[config.mk]
export PLATFORM = sky130hd
export DESIGN_NAME = cdc_hs_tx
export DESIGN_NICKNAME = d
export VERILOG_FILES = /design/src/rtl/cdc_pkg.sv /design/src/rtl/ff_sync.sv /design/src/rtl/cdc_hs_tx.sv
export SDC_FILE = /design/constraint.sdc
export NUM_CORES = 1
export LEC_CHECK = 0
export CORE_ASPECT_RATIO = 0.6
export CORE_MARGIN = 5
export CORE_UTILIZATION = 36
export DETAILED_ROUTE_END_ITERATION = 12
export PLACE_DENSITY = 0.75
export SYNTH_ARGS = -nofsm -noshare
export SYNTH_HDL_FRONTEND = slang
export SYNTH_HIERARCHICAL = 1
export SYNTH_SLANG_ARGS = --single-unit
[constraint.sdc]
create_clock -name clk -period 1.2 [get_ports clk]
set_input_delay 0.12 -clock clk [delete_from_list [all_inputs] [get_ports clk]]
set_output_delay 0.12 -clock clk [all_outputs]
set_load 0.01 [all_outputs]
[src/rtl/cdc_pkg.sv]
// Shared definitions for the toggle req/ack clock-domain crossing (tx and rx ends).
package cdc_pkg;

  // FSM encoding shared with the matching receive block.
  typedef enum logic {
    S_IDLE = 1'b0,
    S_WAIT = 1'b1
  } state_e;

  localparam int unsigned CDC_SYNC_STAGES = 2;

endpackage

[src/rtl/ff_sync.sv]
// Multi-stage flop synchronizer for a level (or toggle) crossing into the clk domain.
module ff_sync
  import cdc_pkg::*;
#(
  parameter int unsigned WIDTH  = 1,
  parameter int unsigned STAGES = CDC_SYNC_STAGES
) (
  input  logic             clk,
  input  logic             rst_p,
  input  logic [WIDTH-1:0] data_i,
  output logic [WIDTH-1:0] data_o
);

  logic [STAGES-1:0][WIDTH-1:0] sync_q, sync_d;

  // Shift the asynchronous input down the chain one stage per clock.
  always_comb begin
    sync_d[0] = data_i;
    for (int unsigned i = 1; i < STAGES; i++) begin
      sync_d[i] = sync_q[i-1];
    end
  end

  // Synchronizer stage registers.
  always_ff @(posedge clk or posedge rst_p) begin
    if (rst_p) begin
      sync_q <= '0;
    end else begin
      sync_q <= sync_d;
    end
  end

  assign data_o = sync_q[STAGES-1];

endmodule

[src/rtl/cdc_hs_tx.sv]
// Source-domain end of a 2-edge toggle req/ack crossing: holds a word and toggles req,
// then waits for the synchronized ack level to match before accepting the next word.
module cdc_hs_tx
  import cdc_pkg::*;
#(
  parameter int unsigned WIDTH   = 32,
  parameter int unsigned TIMEOUT = 0,
  parameter int unsigned CNT_W   = 16
) (
  input  logic             clk,
  input  logic             rst_p,
  input  logic             in_valid,
  output logic             in_ready,
  input  logic [WIDTH-1:0] in_data,
  output logic [WIDTH-1:0] xfer_data,
  output logic             xfer_req,
  input  logic             xfer_ack_async,
  output logic             busy,
  output logic             done,
  output logic             err,
  input  logic             err_clr
);

  state_e           state_q, state_d;
  logic [WIDTH-1:0] xfer_data_q, xfer_data_d;
  logic             xfer_req_q, xfer_req_d;
  logic             done_q, done_d;
  logic             ack_s;
  logic             accept;
  logic             wait_pend;

  ff_sync #(
    .WIDTH (1),
    .STAGES(CDC_SYNC_STAGES)
  ) u_ack_sync (
    .clk   (clk),
    .rst_p (rst_p),
    .data_i(xfer_ack_async),
    .data_o(ack_s)
  );

  // Next-state, payload capture and handshake outputs.
  always_comb begin
    state_d     = state_q;
    xfer_data_d = xfer_data_q;
    xfer_req_d  = xfer_req_q;
    done_d      = 1'b0;
    in_ready    = 1'b0;
    busy        = 1'b0;
    accept      = 1'b0;
    wait_pend   = 1'b0;
    case (state_q)
      S_IDLE: begin
        in_ready = 1'b1;
        // An ack level change seen here is a receiver protocol error and is ignored.
        if (in_valid) begin
          accept      = 1'b1;
          xfer_data_d = in_data;
          xfer_req_d  = ~xfer_req_q;
          state_d     = S_WAIT;
        end
      end
      S_WAIT: begin
        busy = 1'b1;
        if (ack_s == xfer_req_q) begin
          done_d  = 1'b1;
          state_d = S_IDLE;
        end else begin
          wait_pend = 1'b1;
        end
      end
      default: state_d = S_IDLE;
    endcase
  end

  // FSM, payload and req registers.
  always_ff @(posedge clk or posedge rst_p) begin
    if (rst_p) begin
      state_q     <= S_IDLE;
      xfer_data_q <= '0;
      xfer_req_q  <= 1'b0;
      done_q      <= 1'b0;
    end else begin
      state_q     <= state_d;
      xfer_data_q <= xfer_data_d;
      xfer_req_q  <= xfer_req_d;
      done_q      <= done_d;
    end
  end

  assign xfer_data = xfer_data_q;
  assign xfer_req  = xfer_req_q;
  assign done      = done_q;

  if (TIMEOUT != 0) begin : g_timeout
    logic [CNT_W-1:0] cnt_q, cnt_d;
    logic             err_q, err_d;
    logic             hit;

    // Saturating wait counter; err is sticky and never aborts the transfer.
    always_comb begin
      cnt_d = cnt_q;
      hit   = 1'b0;
      if (accept) begin
        cnt_d = '0;
      end else if (wait_pend) begin
        hit = (cnt_q == CNT_W'(TIMEOUT - 1));
        if (cnt_q != CNT_W'(TIMEOUT)) begin
          cnt_d = cnt_q + CNT_W'(1);
        end
      end
      err_d = err_q;
      if (err_clr) err_d = 1'b0;
      // A coincident timeout hit wins over the clear.
      if (hit) err_d = 1'b1;
    end

    // Timeout counter and error flag registers.
    always_ff @(posedge clk or posedge rst_p) begin
      if (rst_p) begin
        cnt_q <= '0;
        err_q <= 1'b0;
      end else begin
        cnt_q <= cnt_d;
        err_q <= err_d;
      end
    end

    assign err = err_q;
  end else begin : g_no_timeout
    logic unused_timeout;
    assign unused_timeout = ^{accept, wait_pend, err_clr};
    assign err            = 1'b0;
  end

endmodule

Yosys cells after proc, flatten, opt, wreduce, memory -nomap -nowiden --
Index checks and enable logic that the tools add are counted.
Cells by class: $add $sub $neg 0, reduce and logical (&&, ||, !) cells 1, divide/modulo/power cells 0, muxes and demuxes 7, bitwise operators 2, shift operators 0, multipliers 0, eq/ne operators 1, magnitude comparators 0
Operator list (number):
- 1-bit two-way mux | 6
- 1-bit inverter | 2
- 1-bit case mux with 2 select lines | 1
- 2-bit AND reduction | 1
- 1-bit == test | 1
Word-level totals: register bits after elaboration 37, output and inout port bits 37, memories kept 0, bits in writable memories 0, ROM bits 0, latch bits 0

Depth between registers and ports, before layout --
Gate-level depths: netlist of run 1.
depth after elaboration 3, depth in mapped cells 4, mapped depth without buffers 2

Cells and area by module --
The synthesis of run 1 kept the hierarchy.
Modules (own cells, without submodules):
- cdc_hs_tx | cells each 81, area an instance 1473.9 µm², times used 1
- ff_sync | cells each 3, area an instance 53.8 µm², times used 1

Least setup slack after synthesis of run 1 --
Ideal clock, no wire load.
path type register -> register, start register state_q, end register xfer_data_q[0] (netlist: xfer_data[0]), path buffers 2, cell stages (with the launch flop) 5, library setup time 0.125 ns, clock period less this slack 1.288 ns, arrival 1.163 ns, slack -0.088 ns, cell sequence dfrtp_1 -> nor2b_1 -> buf_6 -> buf_12 -> mux2_4
Between the ends: word-level cells in the longest chain between the ends 2
Ends and longest elaborated chain:
- start: declaration | line cdc_hs_tx.sv:24 | state_e state_q, state_d;
- start signal: assignment | line cdc_hs_tx.sv:84 | state_q <= state_d;
- 1-bit inverter (no source line)
- 2-bit AND reduction (no source line)
- end signal: assignment | line cdc_hs_tx.sv:85 | xfer_data_q <= xfer_data_d;
- end: declaration | line cdc_hs_tx.sv:25 | logic [WIDTH-1:0] xfer_data_q, xfer_data_d;
No other way between the ends. A chain may end at the register's enable or synchronous reset.

Final worst setup path of run 1 --
start register state_q, end register xfer_data_q[4] (netlist: xfer_data[4])
The elaborated chain is that of the path after synthesis.

==> results of run 1 <==
sequential cells by signal, indices dropped and copies added (netlist names):
| signal | cells |
|---|---|
| done | 1 |
| xfer_data | 32 |
| u_ack_sync/sync_d | 1 |
| state_q | 1 |
| u_ack_sync/data_o | 1 |
| xfer_req | 1 |
placed cells by master, fill, tap and decap left out, types with 3 or more instances in the layout:
cell type / Yosys / layout
buf_4: 1 / 3
buf_6: 1 / 4
clkbuf_8: 0 / 6
clkdlybuf4s50_1: 0 / 35
dfrtp_1: 37 / 37
dlygate4sd2_1: 0 / 34
inv_1: 3 / 3
mux2_2: 3 / 3
mux2_4: 29 / 29
per-stage QoR:
stage	TNS (ns)	utilization	instances	setup slack [ns]	hold WS [ns]
2_1_floorplan	-2.54	-	84	-0.0879	-0.139
3_3_place_gp	-7.14	0.564	216	-0.247	0.304
3_5_place_dp	-7.72	0.564	216	-0.273	0.323
4_1_cts	-3.57	0.601	230	-0.148	0.0106
5_1_grt	-5.59	0.588	227	-0.201	0.0308
6_report	-3.64	0.588	227	-0.141	0.00986
logic make-up (layout without fill, tap and decap cells):
| kind of cell | count (synthesis) | count (layout) | synth area share |
|---|---|---|---|
| xor gates and xnor gates | 2 | 2 | 0.0115 |
| and+or+nand+nor | 3 | 3 | 0.0106 |
| DFF | 37 | 37 | 0.606 |
| AOI/OAI and AO/OA | 1 | 1 | 0.00327 |
| buffers and inverters | 8 | 91 | 0.0590 |
| muxes | 32 | 32 | 0.307 |
| other | 1 | 1 | 0.00245 |
cell type report:
type / count / area (um^2) / share of cell area
Sequential cell: 37 / 926 / 0.384
Tap cell: 60 / 75.1 / 0.0312
Timing Repair Buffer: 80 / 761 / 0.316
Inverter: 3 / 11.3 / 0.00468
Multi-Input combinational cell: 39 / 519 / 0.216
Clock inverter: 1 / 30.0 / 0.0125
Clock buffer: 7 / 86.3 / 0.0358
worst max-delay path, delay by kind of cell (launching register included):
family	cells	cell delay (ns)
multiplexers	1	0.34
buffers and inverters	2	0.31
AND/OR/NAND/NOR	1	0.18
flip-flops	1	0.39
metal layers:
layer / wire length [um] / share of wire
met1: 1480 / 0.42
met4: 55 / 0.016
met5: 0 / 0
met2: 1630 / 0.47
met3: 332 / 0.095
power by group:
| part | internal [mW] | switching (mW) | leakage, nW |
|---|---|---|---|
| registers | 1.86 | 0.332 | 0.435 |
| clock network | 0.677 | 0.421 | 0.0585 |
| logic | 1.68 | 1.01 | 0.650 |
| total | 4.21 | 1.77 | 1.14 |
worst paths after layout:
check,start,endpoint,slack (ns)
max,state_q$_DFF_PP0_,xfer_data[4]$_DFFE_PP0P_,-0.14
min in group clk,xfer_ack_async,u_ack_sync/sync_d[1]$_DFF_PP0_,0.27
max reg2reg,state_q$_DFF_PP0_,xfer_data[4]$_DFFE_PP0P_,-0.14
min reg2reg,u_ack_sync/sync_d[1]$_DFF_PP0_,u_ack_sync/data_o$_DFF_PP0_,0.35
max in group asynchronous,rst_p,xfer_data[21]$_DFFE_PP0P_,0.82
min,rst_p,u_ack_sync/sync_d[1]$_DFF_PP0_,0.01
timing repair:
item                       CTS  global route
gates resized for setup     43             7
cloned                       1             0
pin swaps                    0             0
setup buffers                5             0
setup endpoints to repair   68            35
==> out/qor.yml, run 1 <==
outcome: "complete, but fails checks"
violations: "setup timing"
wl_per_cell_um: 15.4
finalSetupViolCount: 32
ant_nets: 0
cts_buffers: 5
antenna_cells: 0
hpwl_mm: 2.55
synth_area_leaders: "dfrtp_1 61%, mux2_4 29%, buf_12 3.9%"
rsz0062_at_grt: "true"
max-cap-violations: 0
gr-usage-met3: 0.0657
synth_top_cells_by_count: "37 x dfrtp_1, 29 x mux2_4, 3 x buf_12, 3 x inv_1, 3 x mux2_2"
cp-end-kind: "flop"
cts.sinks: 37
worst_slack_ns: -0.141
avgSynthCellArea_um2: 18.2
drv_slew: 0
clk_pin_slew_worst_paths_ns: 0.07
synth_top_area_frac: 0.606
grt_use_met1: 0.153
max_freq_ghz: 0.746
area_growth_pct: 57.7
fp.coreArea_um2: 4100
synth-edff-count: 0
globalRouteOverflowTotal: 0
htree_num_levels: 2
synth.distinct_cells: 14
hold_viol: 0
ys_warn_count: 6
wl_mm: 3.50
power.density_nw_per_um2: 2480
cpMaxStageDelayCell: "dfrtp_1"
via_count: 953
start_util: 0.373
track_usage: 0.135
netlist_area_um2: 1530
async_flop_share: 1.00
peakVddDrop_v: 0.00102
fin_area_um2: 2410
die_w_um: 94.1
critical_path_class: "flop to flop"
dr.pass1.iters: 3
yosysSeqAreaShare: 0.606
place_congestion: 0.637
cp-start-kind: "flop"
grt_max_degree: 36
root_buffer: "clkbuf_8"
post-route-min-period_ns: 1.34
crit_path_max_fanout: 10
num-nets-final: 203
drc: 0
place.port_buffers: 71
drtIter0Drc: 13
fin_crit_sh: 1.12
placed_area_um2: 2310
grtUsageMet2: 0.227
critPathArrivalTime_ns: 1.52
worstHoldPathType: "primary input to async pin"
holdBufCountCts: 0
clkLatencyLatePin_ns: 0.29
synth_fp_nets: 121
synthFlopType: "dfrtp_1"
cp.required_ns: 1.38
r2r.worst_path.cells: 4
rows: 18
yosysMostFrequentCell: "dfrtp_1"
final.setup_skew_ns: 0.00422
yosysTopAreaCell: "dfrtp_1"
drive_gt1_frac: 0.305
power_leakage_nw: 1.14
io_pins: 74
grt_pass1_vias: 1104
crit_chain: "buf_6 -> nor2b_4 -> buf_8 -> mux2_2"
antenna_found_initial: 0
totalPowerFinal_mw: 5.98
ys_ff_latch: 37
synthCells: 84
n_fill_cell: 341
viasPerCell: 4.20
clock_path_buffers: 2
busiest_layer: "met2"
dieArea_um2: 5690
slowest_delay_ns: 0.39
grt_first_pass_wirelength_mm: 5.51
dieHeight_um: 60.5
cts_tree: "yes"
Note: power is estimated with default switching activity, not from simulation.
==> run 2: changes to the inputs <==
- CORE_MARGIN: 5 -> unset
- CORE_UTILIZATION: 36 -> 35
- PLACE_DENSITY: 0.75 -> 0.73
==> run 2 against run 1 <==
The flow still finishes with violations (setup timing); flip-flop and latch count stayed put; total power is essentially flat; sequential power is essentially flat; non-clock buffer count up 2; routed wire length down 3.4%.
==> out/qor.yml, run 2 (synthesis results as in run 1) <==
finalSetupViolCount: 33  # was 32
dieArea_um2: 4640  # was 5690 um^2
start_util: 0.369  # was 0.373
fp.coreArea_um2: 4140  # was 4100 um^2
layout_common_cells: "37 x dfrtp_1, 35 x clkdlybuf4s50_1, 34 x dlygate4sd2_1"  # unchanged
wl_per_cell_um: 14.8  # was 15.4 um
rrSetupSlack_ns: -0.16  # was -0.14 ns
switching_power_mw: 1.83  # was 1.77 mW
fin_setup_tns_ns: -4.46  # was -3.64 ns
drive_gt1_frac: 0.325  # was 0.305
cp.required_ns: 1.37  # was 1.38 ns
hpwl_mm: 2.23  # was 2.55 mm
place_congestion: 0.678  # was 0.637
reg2reg_from: "state_q$_DFF_PP0_"  # unchanged
holdBufCountCts: 0  # unchanged
power.internal_mw: 4.15  # was 4.21 mW
max-cap-violations: 0  # unchanged
fin_crit_sh: 1.13  # was 1.12
place.port_buffers: 71  # unchanged
drtIter0Drc: 32  # was 13
swShare: 0.307  # was 0.295
cp-endpoint: "xfer_data[5]$_DFFE_PP0P_"  # was xfer_data[4]$_DFFE_PP0P_
cpLargestDelayFamily: "buffers and inverters"  # was flip-flops
fin_area_um2: 2490  # was 2410 um^2
antenna_found_initial: 0  # unchanged
worstHoldPathType: "primary input to async pin"  # unchanged
clkLatencyLatePin_ns: 0.29  # about the same
grt_first_pass_wirelength_mm: 4.73  # was 5.51 mm
final.setup_skew_ns: 0.00373  # was 0.00422 ns
outcome: "complete, but fails checks"  # unchanged
seq_power_share: 0.367  # was 0.366
crit_start: "state_q$_DFF_PP0_"  # unchanged
clkPwrFrac: 0.139  # was 0.184
cts_tree: "yes"  # unchanged
max_freq_ghz: 0.738  # was 0.746 GHz
cp_num_cells: 5  # was 4
drc: 0  # unchanged
largest_reg_flops: 32  # unchanged
antenna_cells: 0  # unchanged
r2r.worst_path.cells: 5  # was 4
violations: "setup timing"  # unchanged
ant_nets: 0  # unchanged
n_fill_cell: 344  # was 341
drv_slew: 0  # unchanged
htree_num_levels: 2  # unchanged
crit_chain: "buf_6 -> nor2b_4 -> buf_12 -> clkbuf_16 -> mux2_4"  # was buf_6 -> nor2b_4 -> buf_8 -> mux2_2
hold_slack_ns: 0.00745  # was 0.00986 ns
rows: 18  # unchanged
cp-start-kind: "flop"  # unchanged
critPathArrivalTime_ns: 1.53  # was 1.52 ns
track_usage: 0.144  # was 0.135
worst_slack_ns: -0.156  # was -0.141 ns
cp-end-kind: "flop"  # unchanged
power_leakage_nw: 1.18  # was 1.14 nW
rsz0062_at_grt: "true"  # unchanged
cts.sinks: 37  # unchanged
cts_buffers: 5  # unchanged
hold_viol: 0  # unchanged
globalRouteOverflowTotal: 0  # unchanged
grt_max_degree: 36  # unchanged
highest_layer: "met4"  # unchanged
grt_pass1_vias: 944  # was 1,104
layout_commonest_cell: "dfrtp_1"  # unchanged
worst-path-buf-inv: 3  # was 2
power.density_nw_per_um2: 2400  # was 2480 nW/um^2
crit_path_max_fanout: 6  # was 10
critical_path_class: "flop to flop"  # unchanged
wl_met3_um: 263  # was 332 um
met1_length_mm: 1.60  # was 1.48 mm
power_frac_comb: 0.493  # was 0.451
num-nets-final: 205  # was 203
area_growth_pct: 63.2  # was 57.7%
dieHeight_um: 53.2  # was 60.5 um
dr.pass1.iters: 4  # was 3
placed_area_um2: 2310  # about the same
clk_pin_slew_worst_paths_ns: 0.07  # about the same
post-route-min-period_ns: 1.36  # was 1.34 ns
viasPerCell: 4.28  # was 4.20
wl_met2_mm: 1.47  # was 1.63 mm
via_count: 979  # was 953
io_pins: 74  # unchanged
die_w_um: 87.3  # was 94.1 um
slowest_delay_ns: 0.39  # about the same
root_buffer: "clkbuf_8"  # unchanged
peakVddDrop_v: 0.000909  # was 0.00102 V
wl_mm: 3.38  # was 3.50 mm
cpMaxStageDelayCell: "dfrtp_1"  # unchanged
clock_path_buffers: 2  # unchanged
r2r-end: "xfer_data[5]$_DFFE_PP0P_"  # was xfer_data[4]$_DFFE_PP0P_
-- run 2: changes by cell type in the layout (fill, tap and decap cells not counted), sizes merged --
| cell | change |
|---|---|
| clkinv | +2 |
| bufinv | -1 |
| clkinvlp | +1 |
-- run 2: worst min path at each step --
stage                      from                              to  cells after the start
after CTS                 rst_p  u_ack_sync/sync_d[1]$_DFF_PP0_                      2
after floorplan           rst_p     u_ack_sync/data_o$_DFF_PP0_                      1
after global routing      rst_p  u_ack_sync/sync_d[1]$_DFF_PP0_                      2
after global placement    rst_p  u_ack_sync/sync_d[1]$_DFF_PP0_                      2
final                     rst_p  u_ack_sync/sync_d[1]$_DFF_PP0_                      2
after detailed placement  rst_p  u_ack_sync/sync_d[1]$_DFF_PP0_                      2
-- run 2: metal layers --
metal / global-route usage / up-vias
met1: 0.194 / 474
li1: - / 448
met3: 0.0530 / 5
met4: 0.0656 / 0
met2: 0.206 / 52
met5: 0 / -
-- run 2: final cells by class --
type / instances / area (um^2) / area share
clock inverter: 3 / 17.5 / 0.00702
sequential: 37 / 926 / 0.371
clock buffer: 5 / 68.8 / 0.0276
multi-input combinational: 39 / 538 / 0.216
timing repair buffer: 82 / 857 / 0.344
tap: 60 / 75.1 / 0.0301
inverter: 3 / 11.3 / 0.00452
-- run 2: repair_timing --
action / 4_1_cts / 5_1_grt
gates resized for setup: 42 / 6
endpoints found under the setup margin: 56 / 34
cloned: 0 / 4
buffers inserted: 1 / 3
-- run 2: worst register-to-register path: cells and delay by family, from the launching register on --
family / cells / cell delay [ns]
buf+inv: 3 / 0.43
flops: 1 / 0.39
mux: 1 / 0.30
simple gates: 1 / 0.12
-- run 2: power by group through the flow --
stage / combinational, mW / sequential, mW / clock [mW]
floorplan: 1.27 / 2.49 / 0
global placement: 3.01 / 2.20 / 0
detailed placement: 3.06 / 2.22 / 0
CTS: 2.70 / 2.19 / 0.869
global route: 3.14 / 2.27 / 0.929
finish: 2.95 / 2.20 / 0.834
-- run 2: per-stage QoR --
step	std cells	power [mW]	setup slack (ns)	utilization
3_3_place_gp	214	5.22	-0.302	0.557
3_5_place_dp	214	5.29	-0.322	0.557
5_1_grt	229	6.34	-0.183	0.602
4_1_cts	223	5.76	-0.162	0.570
6_report	229	5.98	-0.156	0.602
2_1_floorplan	84	3.75	-0.0879	-
==> run 3: changes to the inputs <==
- DONT_BUFFER_PORTS: unset -> 1
- PLACE_DENSITY: 0.73 -> unset
- TNS_END_PERCENT: unset -> 50
==> run 3 against run 2 <==
Critical path type unchanged; largest power group is now sequential cells; first-iteration DRC count is 63% lower; global-route usage is 2.0 points lower; fmax is 8.2% higher; highest routed layer unchanged; the run still ends with setup timing left; sequential power is 17% higher.
==> out/qor.yml, run 3 (synthesis results as in run 1) <==
rsz0062_at_grt: "true"  # unchanged
area_growth_pct: 33.1  # was 63.2%
hold_viol: 0  # unchanged
largest_reg_flops: 32  # unchanged
via_count: 839  # was 979
crit_start: "state_q$_DFF_PP0_"  # unchanged
drive_gt1_frac: 0.362  # was 0.325
cts_tree: "yes"  # unchanged
clock_path_buffers: 2  # unchanged
globalRouteOverflowTotal: 0  # unchanged
cpLargestDelayFamily: "flip-flops"  # was buffers and inverters
layout_common_cells: "37 x dfrtp_1, 35 x dlygate4sd3_1, 29 x mux2_4"  # was 37 x dfrtp_1, 35 x clkdlybuf4s50_1, 34 x dlygate4sd2_1
critPathArrivalTime_ns: 1.42  # was 1.53 ns
clk_pin_slew_worst_paths_ns: 0.07  # about the same
final.setup_skew_ns: 0.00910  # was 0.00373 ns
violations: "setup timing"  # unchanged
crit_chain: "nor2b_4 -> buf_4 -> buf_12 -> mux2_4"  # was buf_6 -> nor2b_4 -> buf_12 -> clkbuf_16 -> mux2_4
layout_commonest_cell: "dfrtp_1"  # unchanged
start_util: 0.369  # unchanged
place_congestion: 0.635  # was 0.678
max-cap-violations: 0  # unchanged
track_usage: 0.124  # was 0.144
grt_pass1_vias: 867  # was 944
die_w_um: 87.3  # unchanged
fin_crit_sh: 1.04  # was 1.13
root_buffer: "clkbuf_8"  # unchanged
n_fill_cell: 359  # was 344
wl_mm: 2.74  # was 3.38 mm
ant_nets: 0  # unchanged
power.internal_mw: 3.29  # was 4.15 mW
worst-path-buf-inv: 2  # was 3
grt_first_pass_wirelength_mm: 4.02  # was 4.73 mm
power.density_nw_per_um2: 2390  # was 2400 nW/um^2
antenna_found_initial: 0  # unchanged
power_frac_comb: 0.307  # was 0.493
seq_power_share: 0.532  # was 0.367
totalPowerFinal_mw: 4.85  # was 5.98 mW
cpMaxStageDelayCell: "dfrtp_1"  # unchanged
power_leakage_nw: 0.929  # was 1.18 nW
max_freq_ghz: 0.798  # was 0.738 GHz
cts.sinks: 37  # unchanged
clkPwrFrac: 0.161  # was 0.139
reg2reg_from: "state_q$_DFF_PP0_"  # unchanged
swShare: 0.321  # was 0.307
outcome: "complete, but fails checks"  # unchanged
cp.required_ns: 1.36  # was 1.37 ns
fp.coreArea_um2: 4140  # unchanged
worstHoldPathType: "primary input to async pin"  # unchanged
dr.pass1.iters: 3  # was 4
viasPerCell: 4.49  # was 4.28
drv_slew: 0  # unchanged
clkLatencyLatePin_ns: 0.28  # was 0.29 ns
io_pins: 74  # unchanged
slowest_delay_ns: 0.41  # was 0.39 ns
cts_buffers: 5  # unchanged
final_util: 0.491  # was 0.602
antenna_cells: 0  # unchanged
worst_slack_ns: -0.0528  # was -0.156 ns
grt_max_degree: 24  # was 36
cp-end-kind: "flop"  # unchanged
crit_path_max_fanout: 10  # was 6
dieHeight_um: 53.2  # unchanged
fin_setup_tns_ns: -0.739  # was -4.46 ns
cp-start-kind: "flop"  # unchanged
place.port_buffers: 0  # was 71
wl_per_cell_um: 14.6  # was 14.8 um
num-nets-final: 165  # was 205
peakVddDrop_v: 0.000929  # was 0.000909 V
rows: 18  # unchanged
finalSetupViolCount: 32  # was 33
dieArea_um2: 4640  # unchanged
post-route-min-period_ns: 1.25  # was 1.36 ns
htree_num_levels: 2  # unchanged
switching_power_mw: 1.56  # was 1.83 mW
critical_path_class: "flop to flop"  # unchanged
drc: 0  # unchanged
drtIter0Drc: 12  # was 32
run 3: cell count changes in the layout (fill, tap and decap cells not counted), sizes merged:
cell / delta
clkbuf: -3
clkdlybuf4s50: -35
dlygate4sd3: +35
clkinv: -1
dlygate4sd2: -34
clkinvlp: -1
buf: -3
run 3: worst reg2reg max path: stages, from the launching register on:
cell and delay [ns]:
dfrtp_1 0.41, nor2b_4 0.15, buf_4 0.14, buf_12 0.14, mux2_4 0.30
run 3: worst paths after layout:
path                                                        to  slack (ns)  cells after the start
max in group asynchronous             xfer_data[3]$_DFFE_PP0P_        0.61                      3
worst max-delay path                  xfer_data[8]$_DFFE_PP0P_       -0.05                      4
worst max register to register        xfer_data[8]$_DFFE_PP0P_       -0.05                      4
worst min register to register     u_ack_sync/data_o$_DFF_PP0_        0.35                      0
worst min-delay path            u_ack_sync/sync_d[1]$_DFF_PP0_        0.14                      2
min in group clk                   u_ack_sync/data_o$_DFF_PP0_        0.35                      0
run 3: area by class of cell:
| cell class | count | area, um^2 | area share |
|---|---|---|---|
| clock inverters | 1 | 5.00 | 0.00246 |
| repair buffers | 42 | 428 | 0.210 |
| multi-input cells | 39 | 519 | 0.255 |
| well taps | 60 | 75.1 | 0.0369 |
| clock buffers | 5 | 68.8 | 0.0338 |
| inverters | 3 | 11.3 | 0.00554 |
| flip-flops and latches | 37 | 926 | 0.455 |
run 3: power groups by stage:
stage | combinational [mW] | clock, mW | sequential (mW)
finish | 1.49 | 0.782 | 2.58
detailed placement | 1.36 | 0 | 2.59
global placement | 1.31 | 0 | 2.59
floorplan | 1.27 | 0 | 2.49
CTS | 1.45 | 0.813 | 2.59
global route | 1.61 | 0.868 | 2.67
run 3: stage by stage:
stage	cell area, um^2	worst slack (ns)	cells	hold WS (ns)
after floorplan	1530	-0.0879	84	-0.139
after global placement	1580	-0.0137	144	-0.132
after detailed placement	1580	-0.0559	144	-0.131
after CTS	2000	-0.0676	184	-0.0103
after global routing	2030	-0.0827	187	0.164
final	2030	-0.0528	187	0.141
run 3: repair_timing:
item,CTS,global route
endpoints found under the setup margin,32,32
hold buffers,34,1
gates resized for setup,0,3
buffers inserted,0,2
pin swaps,0,0
endpoints found under the hold margin,71,1
gates cloned,0,0
run 3: per-layer routing:
| metal | GRT usage | vias up | part of all wire |
|---|---|---|---|
| met2 | 0.204 | 50 | 0.49 |
| li1 | - | 365 | - |
| met4 | 0.0574 | 0 | 0.0051 |
| met1 | 0.132 | 421 | 0.39 |
| met5 | 0 | - | 0 |
| met3 | 0.0686 | 3 | 0.11 |
